===== config.mk =====
export PLATFORM = sky130hd
export DESIGN_NAME = placement_cost_eval
export DESIGN_NICKNAME = d
export VERILOG_FILES = /design/src/rtl/placement_cost_eval.sv
export SDC_FILE = /design/constraint.sdc
export NUM_CORES = 1
export LEC_CHECK = 0
export ABC_AREA = 0
export CORE_MARGIN = 2
export CORE_UTILIZATION = 40
export DETAILED_ROUTE_END_ITERATION = 10
export DONT_BUFFER_PORTS = 1
export MAX_ROUTING_LAYER = met4
export PLACE_DENSITY_LB_ADDON = 0.15
export SYNTH_ARGS = -nofsm -noshare
export SYNTH_HDL_FRONTEND = slang
export SYNTH_SLANG_ARGS = --single-unit

===== constraint.sdc =====
create_clock -name clk -period 9.4 [get_ports clk]
set_input_delay 1.88 -clock clk [delete_from_list [all_inputs] [get_ports clk]]
set_output_delay 1.88 -clock clk [all_outputs]
set_load 0.1 [all_outputs]

===== src/rtl/placement_cost_eval.sv =====
// Start/done wirelength evaluator: walks an external edge list, fetches both endpoint
// positions, and accumulates Manhattan cost, k-hop cost, max edge length and edge count.
module placement_cost_eval #(
  parameter int DW       = 32,
  parameter int EDGE_AW  = 10,
  parameter int NODE_AW  = 7,
  parameter int HOP_LOG2 = 1,
  parameter int GRID_N   = 9
) (
  input  logic               clk,
  input  logic               reset,
  input  logic               start,
  input  logic [EDGE_AW-1:0] n_edge,
  output logic               busy,
  output logic               done,
  output logic               err,
  output logic               reE,
  output logic [EDGE_AW-1:0] addrE,
  input  logic [DW-1:0]      ea,
  input  logic [DW-1:0]      eb,
  output logic               reP,
  output logic [NODE_AW-1:0] addrP,
  input  logic [DW-1:0]      posX,
  input  logic [DW-1:0]      posY,
  output logic [DW-1:0]      sum,
  output logic [DW-1:0]      sum_hop,
  output logic [DW-1:0]      max_len,
  output logic [EDGE_AW-1:0] edges_done
);

  localparam int HOP = 1 << HOP_LOG2;

  typedef enum logic [3:0] {
    IDLE, RD_E, W_E, RD_A, W_A, RD_B, W_B, DIFF, ACC, FIN
  } state_t;

  state_t state, next;

  logic [EDGE_AW-1:0] n_lat, i_nxt;
  logic [NODE_AW-1:0] eb_id;
  logic [DW-1:0]      ax, ay, bx, by, dx, dy;
  logic [DW-1:0]      diff_x, diff_y, abs_x, abs_y, len, hop_x, hop_y;
  logic               bad_pos;
  logic               unused_hi;

  // Unplaced (-1) is negative, so the range check alone covers it.
  function automatic logic off_grid(input logic [DW-1:0] c);
    return ($signed(c) < $signed(DW'(0))) || ($signed(c) > $signed(DW'(GRID_N - 1)));
  endfunction

  assign bad_pos   = off_grid(posX) || off_grid(posY);
  assign i_nxt     = edges_done + EDGE_AW'(1);
  assign unused_hi = ^{ea[DW-1:NODE_AW], eb[DW-1:NODE_AW]};

  assign diff_x = ax - bx;
  assign diff_y = ay - by;
  assign abs_x  = diff_x[DW-1] ? -diff_x : diff_x;
  assign abs_y  = diff_y[DW-1] ? -diff_y : diff_y;
  assign len    = dx + dy;
  assign hop_x  = (dx + DW'(HOP - 1)) >> HOP_LOG2;
  assign hop_y  = (dy + DW'(HOP - 1)) >> HOP_LOG2;

  assign busy = (state != IDLE);
  assign done = (state == FIN);

  always_ff @(posedge clk) begin
    if (reset) state <= IDLE;
    else       state <= next;
  end

  always_comb begin
    next = state;
    unique case (state)
      IDLE: if (start) next = (n_edge != '0) ? RD_E : FIN;
      RD_E: next = W_E;
      W_E:  next = RD_A;
      RD_A: next = W_A;
      W_A:  next = bad_pos ? FIN : RD_B;
      RD_B: next = W_B;
      W_B:  next = bad_pos ? FIN : DIFF;
      DIFF: next = ACC;
      ACC:  next = (i_nxt == n_lat) ? FIN : RD_E;
      FIN:  next = IDLE;
      default: next = IDLE;
    endcase
  end

  // Enables and addresses are registered off next-state so they sit on the port
  // exactly during RD_* and the memory answers in the following W_* cycle.
  always_ff @(posedge clk) begin
    if (reset) begin
      reE <= 1'b0; reP <= 1'b0; addrE <= '0; addrP <= '0;
      sum <= '0; sum_hop <= '0; max_len <= '0; edges_done <= '0; err <= 1'b0;
      n_lat <= '0; eb_id <= '0;
      ax <= '0; ay <= '0; bx <= '0; by <= '0; dx <= '0; dy <= '0;
    end else begin
      reE <= (next == RD_E);
      reP <= (next == RD_A) || (next == RD_B);
      if (next == RD_E) addrE <= (state == ACC) ? i_nxt : '0;
      unique case (state)
        IDLE: if (start) begin
          n_lat <= n_edge;
          sum <= '0; sum_hop <= '0; max_len <= '0; edges_done <= '0; err <= 1'b0;
        end
        W_E: begin
          addrP <= ea[NODE_AW-1:0];
          eb_id <= eb[NODE_AW-1:0];
        end
        W_A: begin
          ax <= posX; ay <= posY;
          addrP <= eb_id;
          if (bad_pos) err <= 1'b1;
        end
        W_B: begin
          bx <= posX; by <= posY;
          if (bad_pos) err <= 1'b1;
        end
        DIFF: begin
          dx <= abs_x; dy <= abs_y;
        end
        ACC: begin
          sum        <= sum + len - DW'(1);
          sum_hop    <= sum_hop + hop_x + hop_y - DW'(1);
          if ($signed(len) > $signed(max_len)) max_len <= len;
          edges_done <= i_nxt;
        end
        default: ;
      endcase
    end
  end

endmodule


# [Yosys cells after proc, flatten, opt, wreduce, memory -nomap -nowiden]
# Cells that the tools add are included.
[totals] out_inout_bits=128 ff_bits=339 elab_cells=87 in_bits=141
[classes] n_addsub=13 n_eq_ne=16 muxes=20 reduce_logical=15 magnitude_cmp=5
[ops] cell="32-bit one-hot mux with 2 select lines" count=3
[ops] cell="32-bit 2-to-1 mux" count=4
[ops] cell="32-bit by 1-bit adder with 32-bit output, second input constant" count=2
[ops] cell="32-bit by 31-bit adder with 32-bit output" count=2
[ops] cell="32-bit adder" count=2
[ops] cell="32-bit by 5-bit greater-than comparator with 1-bit output, second input constant" count=2
[ops] cell="32-bit by 1-bit < comparator with 1-bit output, second input constant" count=2
[ops] cell="32-bit negator" count=2
[ops] cell="32-bit by 1-bit subtractor with 32-bit output, second input constant" count=2
[ops] cell="32-bit subtractor" count=2
[ops] cell="4-bit one-hot mux with 9 select lines" count=1
[ops] cell="32-bit greater-than comparator" count=1
[ops] cell="4-bit by 3-bit == test with 1-bit output, second input constant" count=5
[ops] cell="10-bit 2-to-1 mux" count=2
[ops] cell="4-bit 2-to-1 mux" count=5
[ops] cell="10-bit one-hot mux with 2 select lines" count=1
[ops] cell="7-bit one-hot mux with 2 select lines" count=1
[ops] cell="4-bit by 2-bit == test with 1-bit output, second input constant" count=3
[ops] cell="10-bit by 1-bit adder with 10-bit output, second input constant" count=1
[ops] cell="10-bit == test" count=1
[ops] cell="10-bit nonzero test" count=1
[ops] cell="4-bit by 1-bit == test with 1-bit output, second input constant" count=2
[ops] cell="4-bit == test, second input constant" count=2
[ops] cell="3-bit AND reduction" count=2
[ops] cell="10 further kinds" count=18

# [Longest topological paths before layout]
[depth] depth_word=7 depth_mapped=26 ltp_nobuf=25

# [Worst setup path after synthesis]
# OpenSTA, ideal clock, no wires.
[synth_path] kind="reg2reg" from="register dx[0]" to="register sum[27]" stages_incl_launch_ff=25 slack_ns=4.348 arrival_time_ns=4.934 required_time_ns=9.282 period_less_slack_ns=5.052 setup_time_ns=0.118 path_cell_list="dfxtp_1 -> ha_1 -> fa_1 -> a21o_1 -> a21oi_1 -> o21ai_0 -> a31o_2 -> a21o_1 -> a21o_1 -> a21oi_1 -> xor2_1 -> ha_1 -> inv_1 -> ha_1 -> a21oi_1 -> o21ai_0 -> a31oi_1 -> o21ai_0 -> a221oi_1 -> o21ai_0 -> or2_2 -> a21boi_0 -> o21ai_0 -> xor2_1 -> a22o_1"
[synth_between] elab_chain_len=4
[synth_rtl] element="start: declaration" line="41" rtl="logic [DW-1:0] ax, ay, bx, by, dx, dy;"
[synth_rtl] element="start signal: assignment" line="119" rtl="dx <= abs_x; dy <= abs_y;"
[synth_rtl] element="32-bit adder" line="59" rtl="assign len = dx + dy;"
[synth_rtl] element="32-bit adder" line="122" rtl="sum <= sum + len - DW'(1);"
[synth_rtl] element="32-bit by 1-bit subtractor with 32-bit output" line="122"
[synth_rtl] element="32-bit one-hot mux with 2 select lines" line="100" rtl="unique case (state)"
[synth_rtl] element="end signal: assignment" line="122"
[synth_rtl] element="end: declaration" line="25" rtl="output logic [DW-1:0] sum,"
# No other way between the ends.
# A chain may end at the register's enable or synchronous reset.

# [Worst setup path after layout]
[layout_path] from="register dy[0]" to="register max_len[25]"
[layout_between] elab_chain_len=4
[layout_rtl] element="start: declaration" line="41"
[layout_rtl] element="start signal: assignment" line="119"
[layout_rtl] element="32-bit adder (*)" line="59"
[layout_rtl] element="32-bit greater-than comparator" line="124" rtl="if ($signed(len) > $signed(max_len)) max_len <= len;"
[layout_rtl] element="2-bit by 1-bit inequality test with 1-bit output (no line)"
[layout_rtl] element="3-bit AND reduction (no line)"
[layout_rtl] element="end signal: assignment" line="124"
[layout_rtl] element="end: declaration" line="27" rtl="output logic [DW-1:0] max_len,"
# Mark *: on every way between the ends. The rest lies on a longest branch, timed or not. The select of a mux whose other input is x is not followed.

==> flow_metrics.tcl <==
set metrics [dict create \
    num_vias 23200 \
    post_drt_wl_per_cell_um 18.3 \
    timing.final.crit_share 0.677 \
    design.die.area_um2 66100 \
    synth-simple-area-share 0.200 \
    yosys_warnings 0 \
    crit_arrival_ps 6850 \
    timing.critical_path.from_type "flop" \
    synthAdderAreaFrac 0.151 \
    cts_tree "built" \
    power.switching_mw 1.63 \
    power.share.switching 0.352 \
    number_of_standard_cells_after_synthesis 3405 \
    power-per-cell-area_nw_per_um2 166 \
    syn_nets 3834 \
    synth_top_cells_by_area "dfxtp_1 (26%), ha_1 (12%), a21oi_1 (7.6%), nand2_1 (7.0%), inv_1 (5.5%)" \
    drtPass1Iterations 5 \
    dieHeight_um 257 \
    biggest_fanout_along_the_worst_timing_path 30 \
    syn_to_final_growth_pct 8.72 \
    synth_xor_xnor_area_share 0.0844 \
    leakage_nw 11.4 \
    critical_path_required_ps 9890 \
    async_reset_ff_frac 0 \
    muxShareOfSynthArea 0.00713 \
    totalWireLength_um 77100 \
    postCtsHoldBufs 0 \
    slew_hr 0.197 \
    cell_types_with_the_highest_counts_after_synthesis "nand2_1 (481), a21oi_1 (391), inv_1 (378), dfxtp_1 (339), ha_1 (253)" \
    timing.setup.critical_path_class "flop to flop" \
    unrepaired_setup_endpoints_after_global_routing "no" \
    buffer_ports.inserted 0 \
    synth_top_family_by_area "compound AO/OA/AOI/OAI gates" \
    grtUsageTotal 0.236 \
    cts_setup_buffers 0 \
    max_cap_viol_count 0 \
    setup_viol 0 \
    global_route_wire_length_before_repair_um 123000 \
    numCtsBuffers 43 \
    synth.largest_area_cell "dfxtp_1" \
    final_hold_slack_ps 447 \
    n_antenna_cell 0 \
    finalClockSkew_ps 27.9 \
    die_x_um 257 \
    final-hold-violation-count 0 \
    power_share_of_the_combinational_group 0.304 \
    grt_overflow 0 \
    drt_iter0_markers 1382 \
    ys_types 83 \
    finalMaxSlewViolations 0 \
    pwr-share-seq 0.333 \
    clock_insertion_delay_worst_skew_ps 580 \
    ir_worst_vdd_v 0.000138 \
    synth-seq-cells 339 \
    synthDominantCellAreaShare 0.265 \
    p_int_mw 3.00 \
    gp_routability_congestion 0.889 \
    cts_resized 0 \
    ctsHtreeMaxLevel 2 \
    most_numerous_cell_in_the_yosys_netlist "nand2_1" \
    dp_hpwl_um 59000 \
    initial_core_util 0.405 \
    detail-route-antenna-nets 0 \
    grt_pass1_vias 22300 \
    drc_viols 0 \
    synthesis.area_per_instance_um2 7.53 \
    clock_sink_count 339 \
    clock_path_buffers 3 \
    synthesis.area_um2 25600 \
    run_status "finished clean" \
    layout_cell_share_with_drive_strength_beyond_1 0.0412 \
    clock-root-buffer "clkbuf_16" \
    final_nets 3769 \
    route.detailed.vias_per_inst 5.49 \
    row_count 92 \
    synth-seq-area-share 0.265 \
    cts.clk_slew.worst_paths_ps 60 \
    kind_of_end_point_of_the_critical_path "flop" \
    power.clock.fraction 0.363 \
    highest_attainable_clock_frequency_ghz 0.157 \
    hold_class "flop to flop" \
    period_minus_slack_ps 6360 \
    boundary_pins 269 \
    synth_enable_flop_cells 0 \
    tightestPinTransition_ps 1200 \
    coreArea_um2 63200 \
    postSynth.topFlopCell "dfxtp_1" \
    totalNegativeSetupSlack_ps 0 \
    grt_start_max_net_pins 296 \
    antenna_violations_before_repair 0 \
    synth-compound-area-share 0.218 \
]
power groups by stage:
| stage | Combinational (mW) | Sequential [mW] | Clock (mW) |
|---|---|---|---|
| detailed placement | 1.40 | 1.57 | 0 |
| floorplan | 1.08 | 1.56 | 0 |
| finish | 1.40 | 1.54 | 1.68 |
| global placement | 1.38 | 1.57 | 0 |
| CTS | 1.40 | 1.54 | 1.72 |
| global route | 1.55 | 1.54 | 1.77 |
per-layer routing:
| metal | global-route usage | routed length (um) |
|---|---|---|
| met5 | - | 0 |
| met4 | 0.0730 | 2240 |
| met3 | 0.0353 | 3790 |
| met2 | 0.385 | 35400 |
| met1 | 0.300 | 35700 |
cells by family (layout without fill, tap and decap cells):
logic type	count (synthesis)	after routing
and+or+nand+nor	1113	1113
buffers and inverters	511	478
DFF	339	339
AOI/OAI and AO/OA	889	889
muxes	18	18
xor gates and xnor gates	247	247
adders and majority gates	288	288
state kept, by name, indices dropped and copies added, names as in the netlist, 32 cells and up:
| name | count |
|---|---|
| ax | 32 |
| ay | 32 |
| bx | 32 |
| by | 32 |
| dx | 32 |
| dy | 32 |
| max_len | 32 |
| sum | 32 |
| sum_hop | 32 |
worst paths after layout:
| path | slack, ps | end | depth (start not counted) | startpoint |
|---|---|---|---|---|
| worst max-delay path | 3040 | max_len[25] | 23 | dy[0] |
| worst min-delay path | 450 | by[10] | 2 | by[10] |
| worst max register to register | 3040 | max_len[25] | 23 | dy[0] |
| worst min register to register | 450 | by[10] | 2 | by[10] |
layout make-up:
class	count	area [um^2]
Multi-Input combinational cell	2555	17000
Fill cell	6464	35300
Tap cell	846	1060
Clock buffer	56	1230
Clock inverter	21	206
Inverter	378	1420
Sequential cell	339	6790
Timing Repair Buffer	23	193
critical path, stage by stage (launching register included):
cell,delay (ps)
dfxtp_1,360
ha_1,250
fa_1,410
a21o_1,170
a21oi_1,280
o21ai_0,190
a31o_2,270
a21o_1,190
a21o_1,180
a21oi_1,180
xor2_1,380
inv_1,110
ha_1,300
and3_1,170
nand3_1,90
nor3_1,60
o21ai_0,80
o2111ai_1,220
a221oi_1,440
o221ai_1,190
xnor2_1,290
o21a_1,950
mux2_2,420
nor2_1,80
metrics by stage:
step	instance area (um^2)	util	std cells	setup WS, ps	power, mW
6_report	27900	0.441	4218	3040	4.62
5_1_grt	27900	0.441	4218	2490	4.86
4_1_cts	27900	0.441	4218	3000	4.66
3_5_place_dp	26400	0.418	4141	3050	2.97
3_3_place_gp	26400	0.418	4141	3170	2.95
2_1_floorplan	25600	-	3405	4350	2.64
cells in the final DEF, fill, tap and decap left out, drive strengths merged, types with 24 or more instances in the layout:
cell type,n
o21a,24
a21oi,391
a211oi,59
and3,44
nand4,39
nor2,212
o21ai,121
nand2,481
a21o,77
ha,253
nor3,54
xnor2,145
xor2,102
nor4,33
fa,35
inv,380
clkbuf,56
nand3,128
dfxtp,339
(Power assumes the default switching activity.)
